`src/rtl/uart_tx_frame_seq.sv`:
```
// Frame sequencer placed in front of a UART transmitter. It latches up to NUM_BYTES
// bytes and hands them out LSB-first, with one send strobe per byte, pacing on done_tx.
module uart_tx_frame_seq #(
   parameter  int NUM_BYTES  = 4,
   parameter  int BYTE_W     = 8,
   parameter  int GAP_CYCLES = 0,
   localparam int LEN_W      = $clog2(NUM_BYTES + 1)
) (
   input  logic                        clk,
   input  logic                        reset,
   input  logic                        enable,
   input  logic [LEN_W-1:0]            len,
   input  logic [NUM_BYTES*BYTE_W-1:0] frame_in,
   input  logic                        abort,
   input  logic                        done_tx,
   output logic [BYTE_W-1:0]           data,
   output logic                        send,
   output logic                        busy,
   output logic                        frame_done
);
   localparam int FRAME_W = NUM_BYTES * BYTE_W;
   localparam int IDX_W   = (NUM_BYTES > 1) ? $clog2(NUM_BYTES) : 1;
   localparam int GAP_W   = (GAP_CYCLES > 1) ? $clog2(GAP_CYCLES) : 1;

   typedef enum logic [2:0] {
      S_IDLE, S_LOAD, S_STROBE, S_WAIT_ACK, S_GAP
   } state_e;

   state_e             state_q, state_d;
   logic [FRAME_W-1:0] buf_q, buf_d;
   logic [IDX_W-1:0]   idx_q, idx_d;
   logic [IDX_W-1:0]   last_q, last_d;
   logic [GAP_W-1:0]   gap_q, gap_d;
   logic [BYTE_W-1:0]  data_q, data_d;
   logic               send_q, send_d;
   logic               busy_q, busy_d;
   logic               done_q, done_d;

   function automatic logic [BYTE_W-1:0] byte_at(input logic [FRAME_W-1:0] f,
                                                 input logic [IDX_W-1:0]   k);
      return f[k*BYTE_W +: BYTE_W];
   endfunction

   // The length is stored as the index of the final byte, clamped to the buffer size.
   function automatic logic [IDX_W-1:0] last_index(input logic [LEN_W-1:0] l);
      if (int'(l) >= NUM_BYTES) return IDX_W'(NUM_BYTES - 1);
      return IDX_W'(int'(l) - 1);
   endfunction

   always_comb begin
      // NOTE: every _d gets a default before the case, so no path can infer a latch.
      state_d = state_q;
      buf_d   = buf_q;
      idx_d   = idx_q;
      last_d  = last_q;
      gap_d   = gap_q;
      data_d  = data_q;
      send_d  = 1'b0;
      busy_d  = busy_q;
      done_d  = 1'b0;
      if (abort && state_q != S_IDLE) begin
         state_d = S_IDLE;
         busy_d  = 1'b0;
      end else begin
         case (state_q)
            S_IDLE: begin
               if (enable && len != '0) begin
                  buf_d   = frame_in;
                  last_d  = last_index(len);
                  idx_d   = '0;
                  busy_d  = 1'b1;
                  data_d  = frame_in[BYTE_W-1:0];
                  state_d = S_STROBE;
               end
            end
            S_STROBE: begin
               send_d  = 1'b1;
               state_d = S_WAIT_ACK;
            end
            S_WAIT_ACK: begin
               if (done_tx) begin
                  if (idx_q == last_q) begin
                     busy_d  = 1'b0;
                     done_d  = 1'b1;
                     state_d = S_IDLE;
                  end else begin
                     idx_d = idx_q + 1'b1;
                     if (GAP_CYCLES == 0) begin
                        data_d  = byte_at(buf_q, idx_q + 1'b1);
                        state_d = S_STROBE;
                     end else begin
                        gap_d   = GAP_W'(GAP_CYCLES - 1);
                        state_d = S_GAP;
                     end
                  end
               end
            end
            S_GAP: begin
               if (gap_q == '0) begin
                  data_d  = byte_at(buf_q, idx_q);
                  state_d = S_STROBE;
               end else begin
                  gap_d = gap_q - 1'b1;
               end
            end
            default: begin
               state_d = S_IDLE;
               busy_d  = 1'b0;
               data_d  = '0;
            end
         endcase
      end
   end

   // NOTE: the frame buffer is reset along with the control state because it is a few flops, not a RAM.
   always_ff @(posedge clk or posedge reset) begin
      if (reset) begin
         state_q <= S_IDLE;
         buf_q   <= '0;
         idx_q   <= '0;
         last_q  <= '0;
         gap_q   <= '0;
         data_q  <= '0;
         send_q  <= 1'b0;
         busy_q  <= 1'b0;
         done_q  <= 1'b0;
      end else begin
         // NOTE: non-blocking assignments make every register update from pre-edge values.
         state_q <= state_d;
         buf_q   <= buf_d;
         idx_q   <= idx_d;
         last_q  <= last_d;
         gap_q   <= gap_d;
         data_q  <= data_d;
         send_q  <= send_d;
         busy_q  <= busy_d;
         done_q  <= done_d;
      end
   end

   assign data       = data_q;
   assign send       = send_q;
   assign busy       = busy_q;
   assign frame_done = done_q;

endmodule

```
`config.mk`:
```
export PLATFORM = sky130hd
export DESIGN_NAME = uart_tx_frame_seq
export DESIGN_NICKNAME = d
export VERILOG_FILES = /design/src/rtl/uart_tx_frame_seq.sv
export SDC_FILE = /design/constraint.sdc
export NUM_CORES = 1
export LEC_CHECK = 0
export ABC_AREA = 1
export ABC_CLOCK_PERIOD_IN_PS = 1300
export CELL_PAD_IN_SITES_DETAIL_PLACEMENT = 1
export CELL_PAD_IN_SITES_GLOBAL_PLACEMENT = 2
export CORE_MARGIN = 8
export CORE_UTILIZATION = 25
export CTS_CLUSTER_SIZE = 30
export DETAILED_ROUTE_END_ITERATION = 12
export PLACE_DENSITY = 0.85
export SLEW_MARGIN = 20
export SYNTH_ARGS = -nofsm -noshare
export SYNTH_HDL_FRONTEND = slang
export SYNTH_SLANG_ARGS = --single-unit
```
`constraint.sdc`:
```
create_clock -name clk -period 1.3 [get_ports clk]
set_input_delay 0.195 -clock clk [delete_from_list [all_inputs] [get_ports clk]]
set_output_delay 0.195 -clock clk [all_outputs]
set_load 0.02 [all_outputs]
```
**Word level (Yosys, flattened, before mapping)**

Index checks and enable logic that the tools add are counted.

- Add/sub/neg operators: 3
- Order comparisons: 1
- Equal/unequal tests: 13
- Shifts and indexed selects: 2
- Muxes and demuxes: 33
- Bitwise gates (word level): 2
- Reduce and logical (&&, ||, !) cells: 13

Operator list:

| kind | count |
|---|---|
| $shiftx 32x6->8 | 2 |
| $mux 8 | 4 |
| $pmux 8 s4 | 1 |
| $mux 1 | 15 |
| $mux 2 | 6 |
| $mux 3 | 4 |
| $ne 3x3->1 const B | 4 |
| $pmux 3 s4 | 1 |
| $ne 2x2->1 const B | 4 |
| $eq 3x2->1 const B | 2 |
| $reduce_and 3->1 | 2 |
| $reduce_and 6->1 | 1 |
| $reduce_bool 3->1 | 2 |
| $reduce_and 5->1 | 1 |
| $pmux 2 s2 | 1 |
| $reduce_and 4->1 | 1 |
| $eq 3x3->1 const B | 1 |
| $ge 3x3->1 const B | 1 |
| $logic_not 3->1 | 1 |
| $pmux 1 s3 | 1 |
| $add 2x1->2 const B | 1 |
| $eq 2x2->1 | 1 |
| $logic_and 1x1->1 | 2 |
| $ne 2x1->1 const B | 1 |
| 6 further kinds | 7 |

- Register bits after elaboration: 51
- Bits of input ports: 40
- Output and inout bits: 11
- Word-level logic and storage cells: 76

**Logic depth before layout (Yosys ltp)**

Gate-level depths: netlist (run 1).

- Depth after elaboration: 6
- Mapped depth: 10
- Gate-level depth less buffers: 10

**Least setup slack after synthesis (run 1)**

OpenSTA, ideal clock, no wires.

- Path kind: reg-to-reg
- Start point: reg state_q[0]
- End point: reg data_q[0] (netlist: data[0])
- Library setup time: 0.065 ns
- Arrival time: 1.390 ns
- Required time: 1.235 ns
- Setup slack: -0.155 ns
- Stages on the path, launching flop included: 11
- Path buffers: 0
- Period minus slack after synthesis: 1.455 ns
- Path through: dfrtp_1 inv_1 ha_1 inv_2 nand2_2 inv_2 nor2_2 nand3_4 nor2_4 nand2_1 nand2_1

- Word-level cells in the longest chain between the ends: 4
- Elaborated cells between the ends (all ways): 14
- Those cells by class: 7 x eq/ne; 1 x mux; 2 x bitwise; 4 x reduce/logical

RTL lines:

| element | line | RTL |
|---|---|---|
| start: declaration | 29 | `state_e state_q, state_d;` |
| start signal: assignment | 129 | `state_q <= state_d;` |
| parallel branches: the longest is 4 deep, another holds $reduce_and 6->1 | - |  |
| end signal: assignment | 134 | `data_q <= data_d;` |
| end: declaration | 34 | `logic [BYTE_W-1:0] data_q, data_d;` |

Several ways; the timed one is not identified.
A chain may end at the register's enable or synchronous reset.

**Worst setup path after layout (run 1)**

- Start point: reg state_q[0]
- End point: reg buf_q[14]

- Word-level cells in the longest chain between the ends: 4
- Elaborated cells between the ends (all ways): 5
- Those cells by class: 1 x bitwise; 4 x reduce/logical

RTL lines:

| element | line | RTL |
|---|---|---|
| $reduce_bool 3->1 | 61 | `if (abort && state_q != S_IDLE) begin` |
| $logic_and 1x1->1 | 61 |  |
| $not 1->1 (no line) | - |  |
| $reduce_and 3->1 (no line) (*) | - |  |
| end signal: assignment | 130 | `buf_q <= buf_d;` |
| end: declaration | 30 | `logic [FRAME_W-1:0] buf_q, buf_d;` |

Mark *: on every way between the ends. The rest lies on a longest branch, timed or not.

==> impl_metrics.yaml, run 1 <==
run_status:
  status: "finished, violations left"
  violations: "setup timing"
placement:
  dp_hpwl_mm: 5.52
  place_congestion: 0.767
  dpl_worst_slack_ns: -0.575
  io_buffers: 50
floorplan:
  core_um2: 9590
  io_pins: 51
  dieArea_um2: 13100
  die_w_um: 115
  row_count: 36
  initial_utilization: 0.254
  die_h_um: 115
setup_path:
  endpoint_kind: "flop"
  reg2reg_depth: 8
  crit_fanout: 8
  cpPeakStageDelay_ns: 0.46
  cp_top_family: "buffers and inverters"
  timing.rr.start: "state_q[0]$_DFFE_PP0P_"
  path_buf_inv: 4
  cp_data_arrival_time_ns: 1.79
  crit_slowest_cell: "dfrtp_2"
  crit_start: "state_q[0]$_DFFE_PP0P_"
  path_cells: "inv_2, ha_4, inv_4, nor2_4, buf_6, clkbuf_16, nand2_1, nand2_1"
  critPathCapture: "buf_q[14]$_DFFE_PP0P_"
  crit_cells: 8
  r2r_end: "buf_q[14]$_DFFE_PP0P_"
  setup.worst_path.class: "reg2reg"
  cp.required_ns: 1.55
  rrSetupSlack_ns: -0.24
  cp-start-kind: "flop"
  cpMostUsedCell: "nand2_1"
logic_synthesis:
  synthAdderAreaFrac: 0.0257
  ys_seq_elements: 49
  ys_warn_count: 0
  yosysSeqAreaShare: 0.504
  yosys.area_share.xor_xnor: 0
  synth_cell_types: 21
  synthMuxAreaShare: 0
  synth_nets: 378
  syn_area_um2: 2430
  synth_top_family_by_area: "simple AND/OR/NAND/NOR gates"
  synth_compound_area_frac: 0.0226
  synthCells: 333
  avgSynthCellArea_um2: 7.30
  synthSimpleGateAreaFrac: 0.403
sta:
  fmax_ghz: 0.651
  hold_viol: 0
  fin_setup_tns_ns: -8.22
  fin_worst_skew_ns: 0.00730
  worst_slack_ns: -0.236
  fin_crit_sh: 1.18
  post-route-min-period_ns: 1.54
  relSlewSlack: 0.762
  setup_viol_count_final: 47
  tightest_slew_ns: 0.356
  holdWs_ns: 0.216
  grt_setup_unrepaired: "true"
  slew_violations: 0
cts:
  clk_latency_ns: 0.30
  holdBufCountCts: 0
  cts-root-buf: "clkbuf_8"
  numCtsBuffers: 5
  clk_pin_slew_worst_paths_ns: 0.10
  cts_tree: "built"
  cts-root-to-sink-buffers: 2
  clock_sinks: 49
  htreeDepth: 2
grt:
  grt_overflow_total: 0
  grt_pass1_wl_mm: 12.8
  grt_pass1_vias: 2651
  antenna_found_initial: 0
  grt_usage: 0.122
  grt_start_max_net_pins: 24
drt:
  viasPerCell: 4.32
  drc: 0
  routed_wl_mm: 7.82
  vias: 2395
  drt_iter0_drc: 87
  drtPass1Iterations: 4
  antenna_left: 0
  wl_per_cell_um: 14.1
power_and_ir_drop:
  internal_power_uw: 5040
  pwr-share-seq: 0.324
  ir_drop_v: 0.000571
  power.switching_uw: 3530
  swShare: 0.412
  power.total_uw: 8570
  p_leak_uw: 0.00200
  clock_power_share: 0.151
  power.density_nw_per_um2: 2190
  p_comb_frac: 0.525
finish:
  syn_to_final_growth_pct: 61.0
  drive_gt1_frac: 0.327
  finalNetCount: 466
  fillers: 1144
  diodes: 0
  multiInputGateArea_um2: 1390
  final-seq-area_um2: 1230
hold_path:
  hold_path.class: "in2async"
job:
  max_cap_viol_count: 0
routing by layer:
layer / track usage / vias to the layer above / wire length [um]
li1: - / 1187 / -
met2: 0.223 / 36 / 4120
met3: 0.0222 / 10 / 234
met5: 0 / - / 0
met4: 0.0355 / 0 / 112
met1: 0.141 / 1162 / 3350
registers in the layout (all words and copies together), names as in the netlist:
register	count
idx_q	2
frame_done	1
send	1
last_q	2
state_q	2
busy	1
data	8
buf_q	32
timing repair:
item / 4_1_cts / 5_1_grt
pin swaps: 15 / 15
buffers inserted: 5 / 5
gates resized for setup: 77 / 54
setup endpoints to repair: 58 / 48
gates cloned: 2 / 2
endpoints found under the hold margin: 0 / 0
cells in the mapped netlist:
| cell | count | area, um^2 |
|---|---|---|
| nand2_1 | 213 | 800 |
| dfrtp_1 | 49 | 1230 |
| inv_1 | 12 | 45.0 |
| nand3_1 | 12 | 60.1 |
| inv_2 | 6 | 22.5 |
| buf_2 | 5 | 25.0 |
| ha_1 | 5 | 62.6 |
| nor2_1 | 5 | 18.8 |
| o21ai_0 | 5 | 25.0 |
| clkbuf_1 | 4 | 15.0 |
| nor2_4 | 3 | 33.8 |
| a21oi_1 | 2 | 10.0 |
| nand2_2 | 2 | 12.5 |
| nor2_2 | 2 | 12.5 |
| nor3_1 | 2 | 10.0 |
| a21oi_2 | 1 | 8.76 |
| and2_1 | 1 | 6.26 |
| nand3_2 | 1 | 10.0 |
| nand3_4 | 1 | 17.5 |
| o21ai_1 | 1 | 5.00 |
| o22ai_1 | 1 | 6.26 |
power by group through the flow:
stage	Clock [uW]	Combinational (uW)	Sequential (uW)
after floorplan	0	2080	2750
after global placement	0	3500	2660
after detailed placement	0	3600	2680
after CTS	1320	4020	2750
after global routing	1380	5030	2890
final	1290	4500	2780
worst reg2reg max path: cells and delay by family (launching register included):
| family | cells | cell delay, ns |
|---|---|---|
| buffers and inverters | 4 | 0.50 |
| DFF | 1 | 0.46 |
| adders and majority gates | 1 | 0.18 |
| and+or+nand+nor | 3 | 0.34 |
cell families after synthesis:
logic type / count (synthesis)
DFF: 49
adders and majority gates: 5
AOI/OAI and AO/OA: 10
and+or+nand+nor: 242
buffers and inverters: 27
cell type report:
cell class	count	share of cell area
Inverter	18	0.0208
Tap cell	133	0.0425
Clock buffer	5	0.0176
Multi-Input combinational cell	257	0.354
Clock inverter	3	0.0166
Sequential cell	49	0.314
Timing Repair Buffer	90	0.234
per-stage QoR:
step / area, um^2 / std cells / util
6_report: 3920 / 555 / 0.408
5_1_grt: 3920 / 555 / 0.408
4_1_cts: 3670 / 551 / 0.383
3_5_place_dp: 3320 / 536 / 0.346
3_3_place_gp: 3320 / 536 / 0.346
2_1_floorplan: 2480 / 333 / -
worst min path at each step:
stage	from	to	slack, ns	depth (start not counted)
after floorplan	reset	buf_q[0]$_DFFE_PP0P_	0.23	1
after global placement	buf_q[9]$_DFFE_PP0P_	buf_q[9]$_DFFE_PP0P_	0.45	2
after detailed placement	buf_q[27]$_DFFE_PP0P_	buf_q[27]$_DFFE_PP0P_	0.46	2
after CTS	reset	buf_q[5]$_DFFE_PP0P_	0.23	2
after global routing	reset	last_q[0]$_DFFE_PP0P_	0.25	2
final	reset	buf_q[6]$_DFFE_PP0P_	0.22	2
placed cells by master, fill, tap and decap left out, drive strengths merged:
cell type	n
o21ai	6
clkinvlp	1
inv	17
dlygate4sd2	11
a21oi	3
clkbuf	7
bufinv	2
nand3	14
and2	1
nor3	2
clkinv	1
dlymetal6s2s	1
dfrtp	49
o22ai	1
clkdlybuf4s50	38
nor2	10
ha	5
nand2	215
buf	38
No activity file was read; power rests on OpenSTA's default activity.
==> run 2, diff against run 1 <==
--- a/config.mk
+++ b/config.mk
@@ -6,14 +6,16 @@
 export NUM_CORES = 1
 export LEC_CHECK = 0
 export ABC_AREA = 1
-export ABC_CLOCK_PERIOD_IN_PS = 1300
+export ABC_CLOCK_PERIOD_IN_PS = 1500
+export CAP_MARGIN = 20
 export CELL_PAD_IN_SITES_DETAIL_PLACEMENT = 1
 export CELL_PAD_IN_SITES_GLOBAL_PLACEMENT = 2
 export CORE_MARGIN = 8
-export CORE_UTILIZATION = 25
+export CORE_UTILIZATION = 35
 export CTS_CLUSTER_SIZE = 30
 export DETAILED_ROUTE_END_ITERATION = 12
-export PLACE_DENSITY = 0.85
+export DONT_BUFFER_PORTS = 1
+export PLACE_DENSITY = 0.9
 export SLEW_MARGIN = 20
 export SYNTH_ARGS = -nofsm -noshare
 export SYNTH_HDL_FRONTEND = slang
==> constraint.sdc (replaced) <==
create_clock -name clk -period 1.5 [get_ports clk]
set_input_delay 0.225 -clock clk [delete_from_list [all_inputs] [get_ports clk]]
set_output_delay 0.225 -clock clk [all_outputs]
set_load 0.02 [all_outputs]
==> run 2 against run 1 <==
  * The flow still finishes with violations (setup timing)
  * Non-clock buffer count fell by 70
  * Die area shrank 25%
  * Sequential power is 11% lower
  * Highest routed layer unchanged
==> impl_metrics.yaml, run 2 (synthesis results as in run 1) <==
drt:
  routed_wl_mm: 6.60
  drt_iter0_drc: 66
  antenna_left: 0
  viasPerCell: 4.93
  drc: 0
  drtPass1Iterations: 4
  vias: 2128
  wl_per_cell_um: 15.3
floorplan:
  core_um2: 6760
  dieArea_um2: 9870
  die_w_um: 99.4
  die_h_um: 99.4
  row_count: 30
  io_pins: 51
  initial_utilization: 0.360
cts:
  clock_sinks: 49
  clk_latency_ns: 0.31
  clk_pin_slew_worst_paths_ns: 0.10
  htreeDepth: 2
  numCtsBuffers: 5
  cts_tree: "built"
  cts-root-buf: "clkbuf_8"
  cts-root-to-sink-buffers: 2
finish:
  post-route-util: 0.417
  syn_to_final_growth_pct: 15.8
  stdcell_count: 432
  finalNetCount: 396
  layout_common_cells: "nand2_1 (213), dfrtp_1 (49), buf_4 (16)"
  diodes: 0
  final_common_cell: "nand2_1"
  largest_reg_flops: 32
  largest-register: "buf_q"
  drive_gt1_frac: 0.142
setup_path:
  crit_fanout: 8
  setup.worst_path.class: "reg2reg"
  reg2reg_depth: 10
  crit_slowest_cell: "dfrtp_1"
  endpoint_kind: "flop"
  cp-start-kind: "flop"
  cpPeakStageDelay_ns: 0.43
  cp.required_ns: 1.74
  path_cells: "inv_2, ha_4, inv_4, nand2_4, inv_4, nor2_4, nand3_4, nor2_4, nand2_1, nand2_1"
  cp_data_arrival_time_ns: 1.75
sta:
  fin_worst_skew_ns: 0.00866
  worst_slack_ns: -0.00707
  slew_violations: 0
  hold_viol: 0
  fin_crit_sh: 1.00
  post-route-min-period_ns: 1.51
  grt_setup_unrepaired: "true"
  relSlewSlack: 0.701
  holdWs_ns: 0.0258
  fin_setup_tns_ns: -0.00707
  fmax_ghz: 0.664
  setup_viol_count_final: 1
  tightest_slew_ns: 0.448
power_and_ir_drop:
  p_comb_frac: 0.449
  power.switching_uw: 2610
  ir_drop_v: 0.000631
  p_leak_uw: 0.00153
  swShare: 0.439
  power.density_nw_per_um2: 2110
  power.total_uw: 5950
  clock_power_share: 0.135
  internal_power_uw: 3330
  pwr-share-seq: 0.417
grt:
  antenna_found_initial: 0
  grt_usage: 0.138
  grt_pass1_wl_mm: 10.9
  grt_start_max_net_pins: 33
  grt_pass1_vias: 2257
  grt_overflow_total: 0
placement:
  dp_hpwl_mm: 4.81
  placedCellCount: 419
  io_buffers: 0
  place_congestion: 0.785
hold_path:
  hold_path.class: "in2reg"
  hold_path_depth: 2
run_status:
  status: "finished, violations left"
  violations: "setup timing"
job:
  max_cap_viol_count: 0
## run 2: final timing paths
| kind | start | end | slack, ns |
|---|---|---|---|
| worst max-delay path | state_q[1]$_DFFE_PP0P_ | data[1]$_DFFE_PP0P_ | -0.007 |
| worst min-delay path | frame_in[20] | buf_q[20]$_DFFE_PP0P_ | 0.03 |
| worst max register to register | state_q[1]$_DFFE_PP0P_ | data[1]$_DFFE_PP0P_ | -0.007 |
| worst min register to register | buf_q[2]$_DFFE_PP0P_ | buf_q[2]$_DFFE_PP0P_ | 0.48 |
| max in group asynchronous | reset | buf_q[30]$_DFFE_PP0P_ | 0.59 |
| min in group asynchronous | reset | last_q[0]$_DFFE_PP0P_ | 0.37 |
## run 2: through the flow
stage                     area [um^2]  setup slack (ns)
after floorplan                  2430            0.0446
after global placement           2630           -0.0292
after detailed placement         2630            -0.172
after CTS                        2780           -0.0314
after global routing             2820            -0.112
final                            2820          -0.00707
## run 2: power by group through the flow
stage          registers (uW)  clock network (uW)  logic [uW]
3_5_place_dp             2510                   0        2470
5_1_grt                  2560                 866        3060
3_3_place_gp             2500                   0        2370
4_1_cts                  2490                 830        2630
6_report                 2480                 801        2670
2_1_floorplan            2380                   0        1730
## run 2: what timing repair did
| action | CTS | global route |
|---|---|---|
| endpoints found under the hold margin | 17 | 0 |
| resized for setup | 13 | 5 |
| buffers inserted | 2 | 2 |
| hold buffers | 1 | 0 |
| pin swaps | 8 | 6 |
| setup endpoints to repair | 43 | 13 |
## run 2: routing by layer
layer,share of wire,vias to the layer above,GRT usage
met4,0.012,0,0.0407
li1,-,1045,-
met2,0.51,39,0.248
met5,0,-,0
met1,0.42,1037,0.156
met3,0.048,7,0.0342
## run 2: area by class of cell
cell class / instances / area, um^2
well taps: 80 / 100
clock buffers: 6 / 72.6
inverters: 18 / 75.1
repair buffers: 20 / 185
flip-flops and latches: 49 / 1230
multi-input cells: 257 / 1140
fillers: 864 / 3940
clock inverters: 2 / 15.0
## run 2: critical path, delay by kind of cell, from the launching register on
family                   cells  cell delay (ns)
AND/OR/NAND/NOR              6             0.64
flip-flops                   1             0.43
buffers and inverters        3             0.21
adder cells (fa/ha/maj)      1             0.18
